<file path="config.mk">
export PLATFORM = sky130hd
export DESIGN_NAME = csa_resolve_pipe
export DESIGN_NICKNAME = d
export VERILOG_FILES = /design/src/rtl/csa_resolve_pipe.sv
export SDC_FILE = /design/constraint.sdc
export NUM_CORES = 1
export LEC_CHECK = 0
export ABC_AREA = 1
export BUFFER_PORTS_ARGS = -buffer_cell sky130_fd_sc_hd__buf_2
export CORE_MARGIN = 5
export CORE_UTILIZATION = 50
export CTS_CLUSTER_DIAMETER = 200
export DETAILED_ROUTE_END_ITERATION = 10
export GPL_TIMING_DRIVEN = 0
export PLACE_DENSITY = 0.74
export SKIP_LAST_GASP = 1
export SYNTH_ARGS = -nofsm -noshare
export SYNTH_HDL_FRONTEND = slang
export SYNTH_SLANG_ARGS = --single-unit
export TNS_END_PERCENT = 50
</file>
<file path="constraint.sdc">
create_clock -name clk -period 2.4 [get_ports clk]
set_input_delay 0.24 -clock clk [delete_from_list [all_inputs] [get_ports clk]]
set_output_delay 0.24 -clock clk [all_outputs]
set_load 0.005 [all_outputs]
</file>
<file path="src/rtl/csa_resolve_pipe.sv">
// Resolves redundant sum/carry vectors into a binary sum, one CHUNK-bit slice per stage.
// Latency STAGES cycles; the whole pipe advances or holds together on !out_valid | out_ready.
module csa_resolve_pipe #(
    parameter int WIDTH = 128,
    parameter int CHUNK = 32
) (
    input  logic             clk,
    input  logic             rst_n,
    input  logic             in_valid,
    output logic             in_ready,
    input  logic [WIDTH-1:0] in_sum,
    input  logic [WIDTH-1:0] in_carry,
    output logic             out_valid,
    input  logic             out_ready,
    output logic [WIDTH-1:0] out_result,
    output logic             out_cout
);

    localparam int STAGES = WIDTH / CHUNK;

    logic             adv;
    logic             vld_d   [STAGES];
    logic             vld_q   [STAGES];
    logic             cy_d    [STAGES];
    logic             cy_q    [STAGES];
    logic [WIDTH-1:0] res_d   [STAGES];
    logic [WIDTH-1:0] res_q   [STAGES];
    logic [WIDTH-1:0] opa_d   [STAGES];
    logic [WIDTH-1:0] opa_q   [STAGES];
    logic [WIDTH-1:0] opb_d   [STAGES];
    logic [WIDTH-1:0] opb_q   [STAGES];
    logic [CHUNK:0]   slice_sum [STAGES];

    always_comb begin
        adv = !vld_q[STAGES-1] || out_ready;
        for (int s = 0; s < STAGES; s++) begin
            vld_d[s]     = vld_q[s];
            cy_d[s]      = cy_q[s];
            res_d[s]     = res_q[s];
            opa_d[s]     = opa_q[s];
            opb_d[s]     = opb_q[s];
            slice_sum[s] = '0;
        end

        // Unconsumed operand chunks are kept shifted down, so each stage always adds bits [CHUNK-1:0].
        slice_sum[0] = {1'b0, in_sum[CHUNK-1:0]} + {1'b0, in_carry[CHUNK-1:0]};
        for (int s = 1; s < STAGES; s++) begin
            slice_sum[s] = {1'b0, opa_q[s-1][CHUNK-1:0]} + {1'b0, opb_q[s-1][CHUNK-1:0]}
                         + {{CHUNK{1'b0}}, cy_q[s-1]};
        end

        if (adv) begin
            vld_d[0] = in_valid;
            if (in_valid) begin
                res_d[0]            = '0;
                res_d[0][CHUNK-1:0] = slice_sum[0][CHUNK-1:0];
                cy_d[0]             = slice_sum[0][CHUNK];
                opa_d[0]            = in_sum >> CHUNK;
                opb_d[0]            = in_carry >> CHUNK;
            end
            // Data registers only load behind a valid slot so outputs keep their last value across bubbles.
            for (int s = 1; s < STAGES; s++) begin
                vld_d[s] = vld_q[s-1];
                if (vld_q[s-1]) begin
                    res_d[s]                    = res_q[s-1];
                    res_d[s][s*CHUNK +: CHUNK]  = slice_sum[s][CHUNK-1:0];
                    cy_d[s]                     = slice_sum[s][CHUNK];
                    opa_d[s]                    = opa_q[s-1] >> CHUNK;
                    opb_d[s]                    = opb_q[s-1] >> CHUNK;
                end
            end
        end
    end

    always_ff @(posedge clk) begin
        if (!rst_n) begin
            for (int s = 0; s < STAGES; s++) begin
                vld_q[s] <= 1'b0;
                cy_q[s]  <= 1'b0;
                res_q[s] <= '0;
                opa_q[s] <= '0;
                opb_q[s] <= '0;
            end
        end else begin
            for (int s = 0; s < STAGES; s++) begin
                vld_q[s] <= vld_d[s];
                cy_q[s]  <= cy_d[s];
                res_q[s] <= res_d[s];
                opa_q[s] <= opa_d[s];
                opb_q[s] <= opb_d[s];
            end
        end
    end

    assign in_ready   = adv;
    assign out_valid  = vld_q[STAGES-1];
    assign out_result = res_q[STAGES-1];
    assign out_cout   = cy_q[STAGES-1];

endmodule

</file>
**Yosys cells after proc, flatten, opt, wreduce, memory -nomap -nowiden**

Memory sizes are Yosys's and may differ from the RTL's.
Index checks and enable logic that the tools add are counted.

- Bits in registers: 0
- Bits in writable memories: 1544
- Output and inout port bits: 131
- Word-level logic and storage cells: 80
- Memories kept: 5

Memory list:

| memory | words | width | read ports | clocked after memory_dff | wr ports | RTL line | RTL |
|---|---|---|---|---|---|---|---|
| opa_q | 4 | 128 | 3 | 0 | 4 | 29 | `logic [WIDTH-1:0] opa_q [STAGES];` |
| opb_q | 4 | 128 | 3 | 0 | 4 | 31 | `logic [WIDTH-1:0] opb_q [STAGES];` |
| res_q | 4 | 128 | 4 | 0 | 4 | 27 | `logic [WIDTH-1:0] res_q [STAGES];` |
| cy_q | 4 | 1 | 4 | 0 | 4 | 25 | `logic cy_q [STAGES];` |
| vld_q | 4 | 1 | 4 | 0 | 4 | 23 | `logic vld_q [STAGES];` |

- $add $sub $neg: 7
- Equality and inequality tests: 2
- Mux-type cells: 43
- Bitwise operators: 20
- Reduce and logical (&&, ||, !) cells: 3

Operators by type and width:

| cell | count |
|---|---|
| 128-bit two-way mux | 24 |
| 512-bit two-way mux | 3 |
| 32-bit by 32-bit adder with 33-bit output | 4 |
| 33-bit by 1-bit adder with 33-bit output | 3 |
| 1-bit bitwise OR | 20 |
| 1-bit two-way mux | 14 |
| 4-bit two-way mux | 2 |
| 3-bit AND reduction | 1 |
| 2-bit inequality test, second input constant | 1 |
| 1-bit logical NOT | 1 |
| 1-bit logical OR | 1 |
| 1-bit inequality test, second input constant | 1 |

**Logic depth before layout (Yosys ltp)**

Gate-level depths: netlist of run 1.

- Word-level depth: 5
- Gate-level depth with buffers: 16
- Mapped depth without buffers: 16

**Worst setup path before layout of run 1**

Ideal clock, no wire load.

- Path kind: reg-to-reg
- Start point: memory cy_q[0]
- End point: memory cy_q[1], data pin
- Data arrival time: 1.825 ns
- Required time: 2.146 ns
- Slack: 0.321 ns
- Cell stages (with the launch flop): 14
- Buffers on the path: 0
- Clock period less this slack: 2.079 ns
- Cell sequence: edfxtp_1 inv_1 fa_1 inv_1 fa_1 nand2_1 nand3_1 and2_1 a21oi_1 inv_1 nand2_1 nand3_1 a21oi_1 nor2_1

RTL lines:

| what | RTL line |
|---|---|
| from (decl) | 25 |

==> impl_metrics.tcl, run 1 <==
set metrics [dict create \
    use_met3_pct 5.76 \
    grt_pass1_wl_um 155000 \
    synthMostInstantiatedCell "nand2_1" \
    place.gp.congestion 0.942 \
    maxCapViolations 0 \
    synth.avg_cell_area_um2 7.48 \
    startpoint_type "register" \
    worstSetupPathType "register to register" \
    die_h_um 258 \
    vias 29700 \
    p_seq_share_pct 46.9 \
    final_util_pct 62.9 \
    fmax_ghz 0.423 \
    hold_start "in_carry[6]" \
    yosysUniqueCellTypes 39 \
    place.port_buffers 390 \
    async_flop_share_pct 0 \
    finalClockSkew_ns 0.0220 \
    ys_warn_count 0 \
    grt_usage_pct 29.0 \
    initial_core_util_pct 50.6 \
    worst_pin_slew_ns 1.01 \
    status "finished, final reports clean" \
    vdd_drop_max_v 0.000618 \
    grt_pass1_vias 28500 \
    clock_latency_ns 0.62 \
    netSwitchingFraction_pct 25.5 \
    synth_top_cells_by_count "918 x nand2_1, 706 x dfxtp_1, 607 x inv_1" \
    yosysTopAreaCell "dfxtp_1" \
    row_count 90 \
    die_w_um 258 \
    first_pass_iters 6 \
    synth.area.top_cells "dfxtp_1 46%, nand2_1 11%, o21ai_0 7.7%, inv_1 7.4%, ha_1 5.1%" \
    period_share_pct 98.5 \
    slew_headroom_pct 32.6 \
    hold_violations 0 \
    synth_edf_count 6 \
    crit_path_cell_trace "inv_1 > nor2_4 > inv_2 > nand2_2 > inv_2 > nor2_8 > inv_2 > clkbuf_1 > o21ai_0" \
    finalPower_uw 26900 \
    cp-startpoint "vld_q[3]" \
    synthCells 4099 \
    syn_area_um2 30700 \
    viasPerCell 5.29 \
    grt_max_degree 15 \
    internal_power_uw 20000 \
    cts.sinks 712 \
    dp.cells 5271 \
    worstPathArrival_ns 2.84 \
    drive_above_1_share_pct 13.7 \
    end_kind "register" \
    grt-ovfl-total 0 \
    die_area_um2 66400 \
    grt_antenna_before_repair 14 \
    p_per_area_nw_per_um2 705 \
    drc 0 \
    globalRouteMet1Util_pct 36.8 \
    clk_pin_slew_ns 0.06 \
    syn-num-nets 4491 \
    nFillCells 5329 \
    switchingPower_uw 6850 \
    post-dp-hpwl_um 72600 \
    postRouteAntennaNets 0 \
    critPathMaxFanout 10 \
    nNetsFinal 5155 \
    max_stage_delay_ns 0.52 \
    setup_viol_count_final 0 \
    htree_levels 3 \
    synthFlopType "dfxtp_1" \
    ys_seq_elements 712 \
    root_buffer "clkbuf_16" \
    drt_wl_total_um 100000 \
    cts_tree "built" \
    leakagePower_uw 0.0173 \
    top_usage_layer "met2" \
    hold_path.class "primary input to register" \
    final-max-slew-violation-count 0 \
    rsz0062_at_grt "true" \
    layout-area-overhead-vs-synth_pct 24.3 \
    core-area_um2 60600 \
    finalCriticalPeriod_ns 2.36 \
    comb_power_share_pct 11.0 \
    r2r-start "vld_q[3]" \
    ios 391 \
    clk_path_buf_depth 3 \
    cp_slowest_cell "clkbuf_1" \
    layoutNonFillerInstCount 5611 \
    crit_required_ns 2.87 \
    cts_buffers 74 \
    ys_seq_area_share_pct 46.7 \
    pwr-share-clk_pct 42.1 \
    synth_top_cell_area_share_pct 46.1 \
    crit_top_cell "inv_2" \
    drt_iter0_drc 2478 \
    grtUsageMet2_pct 48.8 \
    wl_per_cell_um 17.9 \
]
==> worst paths after layout <==
path | to | slack (ns) | cells after the start
hold / removal | res_q[0][6] | 0.11 | 4
hold reg to reg | res_q[3][35] | 0.45 | 2
setup / recovery | opa_q[0][57] | 0.04 | 9
setup reg to reg | opa_q[0][57] | 0.04 | 9
==> registers in the layout (all words and copies together) (netlist names) <==
register	flops
cy_q	4
opa_q	192
opb_q	192
res_q	320
vld_q	4
==> metal layers <==
layer	wire length, um	up-vias
met2	46500	1134
met3	7460	253
met4	4290	0
li1	-	14700
met5	0	-
met1	42100	13600
==> critical path, delay by kind of cell (launching register included) <==
family / cells / cell delay [ns]
AND/OR/NAND/NOR: 3 / 0.27
flip-flops: 1 / 0.31
AO/OA/AOI/OAI: 1 / 0.19
buffers and inverters: 5 / 1.42
==> power by group through the flow <==
| stage | Clock, uW | Combinational (uW) | Sequential [uW] |
|---|---|---|---|
| detailed placement | 0 | 2620 | 12800 |
| CTS | 11500 | 2890 | 12600 |
| floorplan | 0 | 1560 | 12800 |
| finish | 11300 | 2960 | 12600 |
| global placement | 0 | 2580 | 12800 |
| global route | 12000 | 3270 | 12600 |
==> area by class of cell <==
type	count	area, um2	share of cell area (%)
multi-input combinational	2608	13400	35.1
timing repair buffer	588	3930	10.3
clock buffer	106	2130	5.58
sequential	712	14300	37.6
buffer	163	790	2.07
inverter	616	2310	6.07
antenna	10	25.0	0.0656
clock inverter	26	262	0.686
tap	782	978	2.57
==> cell families after synthesis <==
logic type / share of synthesized area (%)
xor+xnor: 0.485
simple gates: 17.9
buf+inv: 10.1
fa+ha+maj: 5.55
flops: 46.7
compound gates: 19.3
==> cells in the final DEF (no fill, tap or decap), drive strengths merged, types with 3 or more instances in the layout <==
cell type / count
nand2: 920
dfxtp: 706
inv: 620
o21ai: 553
buf: 498
nor2: 289
a21oi: 270
dlygate4sd3: 195
clkbuf: 164
o22ai: 157
nand3: 131
ha: 125
a22o: 62
nor3: 25
clkinv: 17
xor2: 14
o21bai: 13
diode: 10
a21o: 10
fa: 7
nand4: 6
edfxtp: 6
nand3b: 5
a31oi: 4
a21boi: 4
xnor2: 3
bufinv: 3
==> repair_timing <==
| action | CTS | global route |
|---|---|---|
| pin swaps | 3 | 7 |
| hold buffers | 195 | 0 |
| setup endpoints to repair | 11 | 43 |
| resized for setup | 10 | 33 |
| endpoints found under the hold margin | 194 | 0 |
| buffers inserted | 0 | 3 |
==> through the flow <==
stage | hold WS, ns | setup slack (ns) | setup TNS (ns) | cell area [um2]
floorplan | 0.353 | 0.321 | 0 | 30700
detailed placement | 0.442 | -0.149 | -0.395 | 33600
global route | 0.118 | -0.105 | -0.308 | 38100
finish | 0.113 | 0.0352 | 0 | 38100
global placement | 0.437 | -0.158 | -0.257 | 33600
CTS | 0.0793 | -0.0433 | -0.102 | 38000
Note: power is estimated with default switching activity, not from simulation.
==> inputs of run 2 (changes only) <==
--- a/config.mk
+++ b/config.mk
@@ -12,6 +12,7 @@
 export CTS_CLUSTER_DIAMETER = 200
 export DETAILED_ROUTE_END_ITERATION = 10
 export GPL_TIMING_DRIVEN = 0
+export MAX_ROUTING_LAYER = met4
 export PLACE_DENSITY = 0.74
 export SKIP_LAST_GASP = 1
 export SYNTH_ARGS = -nofsm -noshare
==> run 2 against run 1 <==
- via count is 0.35% lower
- final area is essentially flat
- non-clock buffer count is 1 lower
- core utilization hardly changed
- critical path depth unchanged
- critical path type unchanged
- fmax about the same
==> impl_metrics.tcl, run 2 (synthesis results as in run 1) <==
set metrics [dict create \
    startpoint_type "register" \
    drive_above_1_share_pct 13.7 \
    clk_path_buf_depth 3 \
    grt-ovfl-total 0 \
    worstSetupPathType "register to register" \
    hold_path.class "primary input to register" \
    largest_register_ffs 320 \
    r2r-start "vld_q[3]" \
    vias 29600 \
    core-area_um2 60600 \
    grt_pass1_vias 28300 \
    regMostFlops "res_q" \
    worst_pin_slew_ns 1.08 \
    finalPower_uw 27100 \
    clock_latency_ns 0.63 \
    htree_levels 3 \
    cts.sinks 712 \
    drt_iter0_drc 2262 \
    clk_pin_slew_ns 0.06 \
    place.gp.congestion 0.959 \
    r2r_slack_ns 0.04 \
    cp-startpoint "vld_q[3]" \
    viasPerCell 5.28 \
    status "finished, final reports clean" \
    post-dp-hpwl_um 73100 \
    grt_pass1_wl_um 154000 \
    crit_required_ns 2.87 \
    maxCapViolations 0 \
    reg_top3 "res_q x320, opa_q x192, opb_q x192" \
    fmax_ghz 0.423 \
    leakagePower_uw 0.0173 \
    initial_core_util_pct 50.6 \
    hold_violations 0 \
    finalClockSkew_ns 0.0217 \
    nNetsFinal 5152 \
    ios 391 \
    grt_usage_pct 29.7 \
    p_per_area_nw_per_um2 710 \
    final_common_cell "nand2_1" \
    setup_viol_count_final 0 \
    finalCriticalPeriod_ns 2.36 \
    drc 0 \
    place.port_buffers 390 \
    period_share_pct 98.5 \
    hold_start "in_carry[8]" \
    postRouteAntennaNets 0 \
    end_kind "register" \
    cts_tree "built" \
    drt_wl_total_um 100000 \
    cts_buffers 72 \
    grt_antenna_before_repair 5 \
    final_cell_mix "905 x nand2_1, 706 x dfxtp_1, 604 x inv_1" \
    root_buffer "clkbuf_16" \
    slew_headroom_pct 28.2 \
    layout-area-overhead-vs-synth_pct 24.3 \
    die_w_um 258 \
    wl_per_cell_um 17.9 \
    vdd_drop_max_v 0.000456 \
    row_count 90 \
    worstPathArrival_ns 2.83 \
    rsz0062_at_grt "true" \
    final_util_pct 63.0 \
    die_h_um 258 \
    grt_max_degree 15 \
    critPathMaxFanout 10 \
    die_area_um2 66400 \
    final-max-slew-violation-count 0 \
    first_pass_iters 5 \
]
-- run 2: changes by cell type in the layout (fill, tap and decap cells not counted), sizes merged --
cell,previous run,this run
buf,498,497
clkbuf,164,160
diode,10,4
clkinvlp,2,4
inv,620,619
bufinv,3,4
clkinv,17,16
-- run 2: critical path: stages, from the launching register on --
cell and delay [ns]:
dfxtp_1 0.31, inv_1 0.08, nor2_4 0.05, inv_2 0.24
nand2_2 0.14, inv_2 0.13, nor2_8 0.08, inv_2 0.41
clkbuf_1 0.55, o21ai_0 0.19
-- run 2: worst paths after layout --
path                                endpoint  cells past startpoint
worst max-delay path            opa_q[0][34]                      9
worst min-delay path             res_q[0][8]                      4
worst max register to register  opa_q[0][34]                      9
worst min register to register  res_q[3][57]                      2
-- run 2: per-stage QoR --
step	area [um2]	TNS (ns)	hold WS, ns	cells	worst slack (ns)
2_1_floorplan	30700	0	0.353	4099	0.321
6_report	38100	0	0.110	5601	0.0365
3_5_place_dp	33600	-0.695	0.442	5271	-0.222
4_1_cts	38000	-0.0921	0.0769	5595	-0.0921
5_1_grt	38100	-0.108	0.130	5600	-0.0571
3_3_place_gp	33600	-0.518	0.438	5271	-0.190
-- run 2: cell type report --
type | count | area, um2
fillers | 5341 | 22400
inverters | 616 | 2310
clock inverters | 27 | 305
repair buffers | 587 | 3920
well taps | 782 | 978
multi-input cells | 2608 | 13400
diodes | 4 | 10.0
flip-flops and latches | 712 | 14300
clock buffers | 102 | 2140
plain buffers | 163 | 788
-- run 2: what timing repair did --
item	in CTS	in global routing
buffers inserted	0	2
hold endpoints to repair	194	0
hold buffers	195	0
pin swaps	1	4
gates resized for setup	11	28
setup endpoints to repair	14	33
cloned	0	0
-- run 2: where the power goes --
group | total, uW | switching, uW | internal, uW
Sequential | 12600 | 238 | 12400
Combinational | 2950 | 1820 | 1130
Clock | 11500 | 4850 | 6690
-- run 2: layer usage --
metal	wire, um	GRT usage [%]	part of all wire [%]	up-vias
li1	-	-	-	14700
met1	42900	37.2	43	13600
met2	46400	48.5	46	1006
met3	6660	4.96	6.6	269
met4	4350	11.1	4.3	0
met5	0	-	0	-
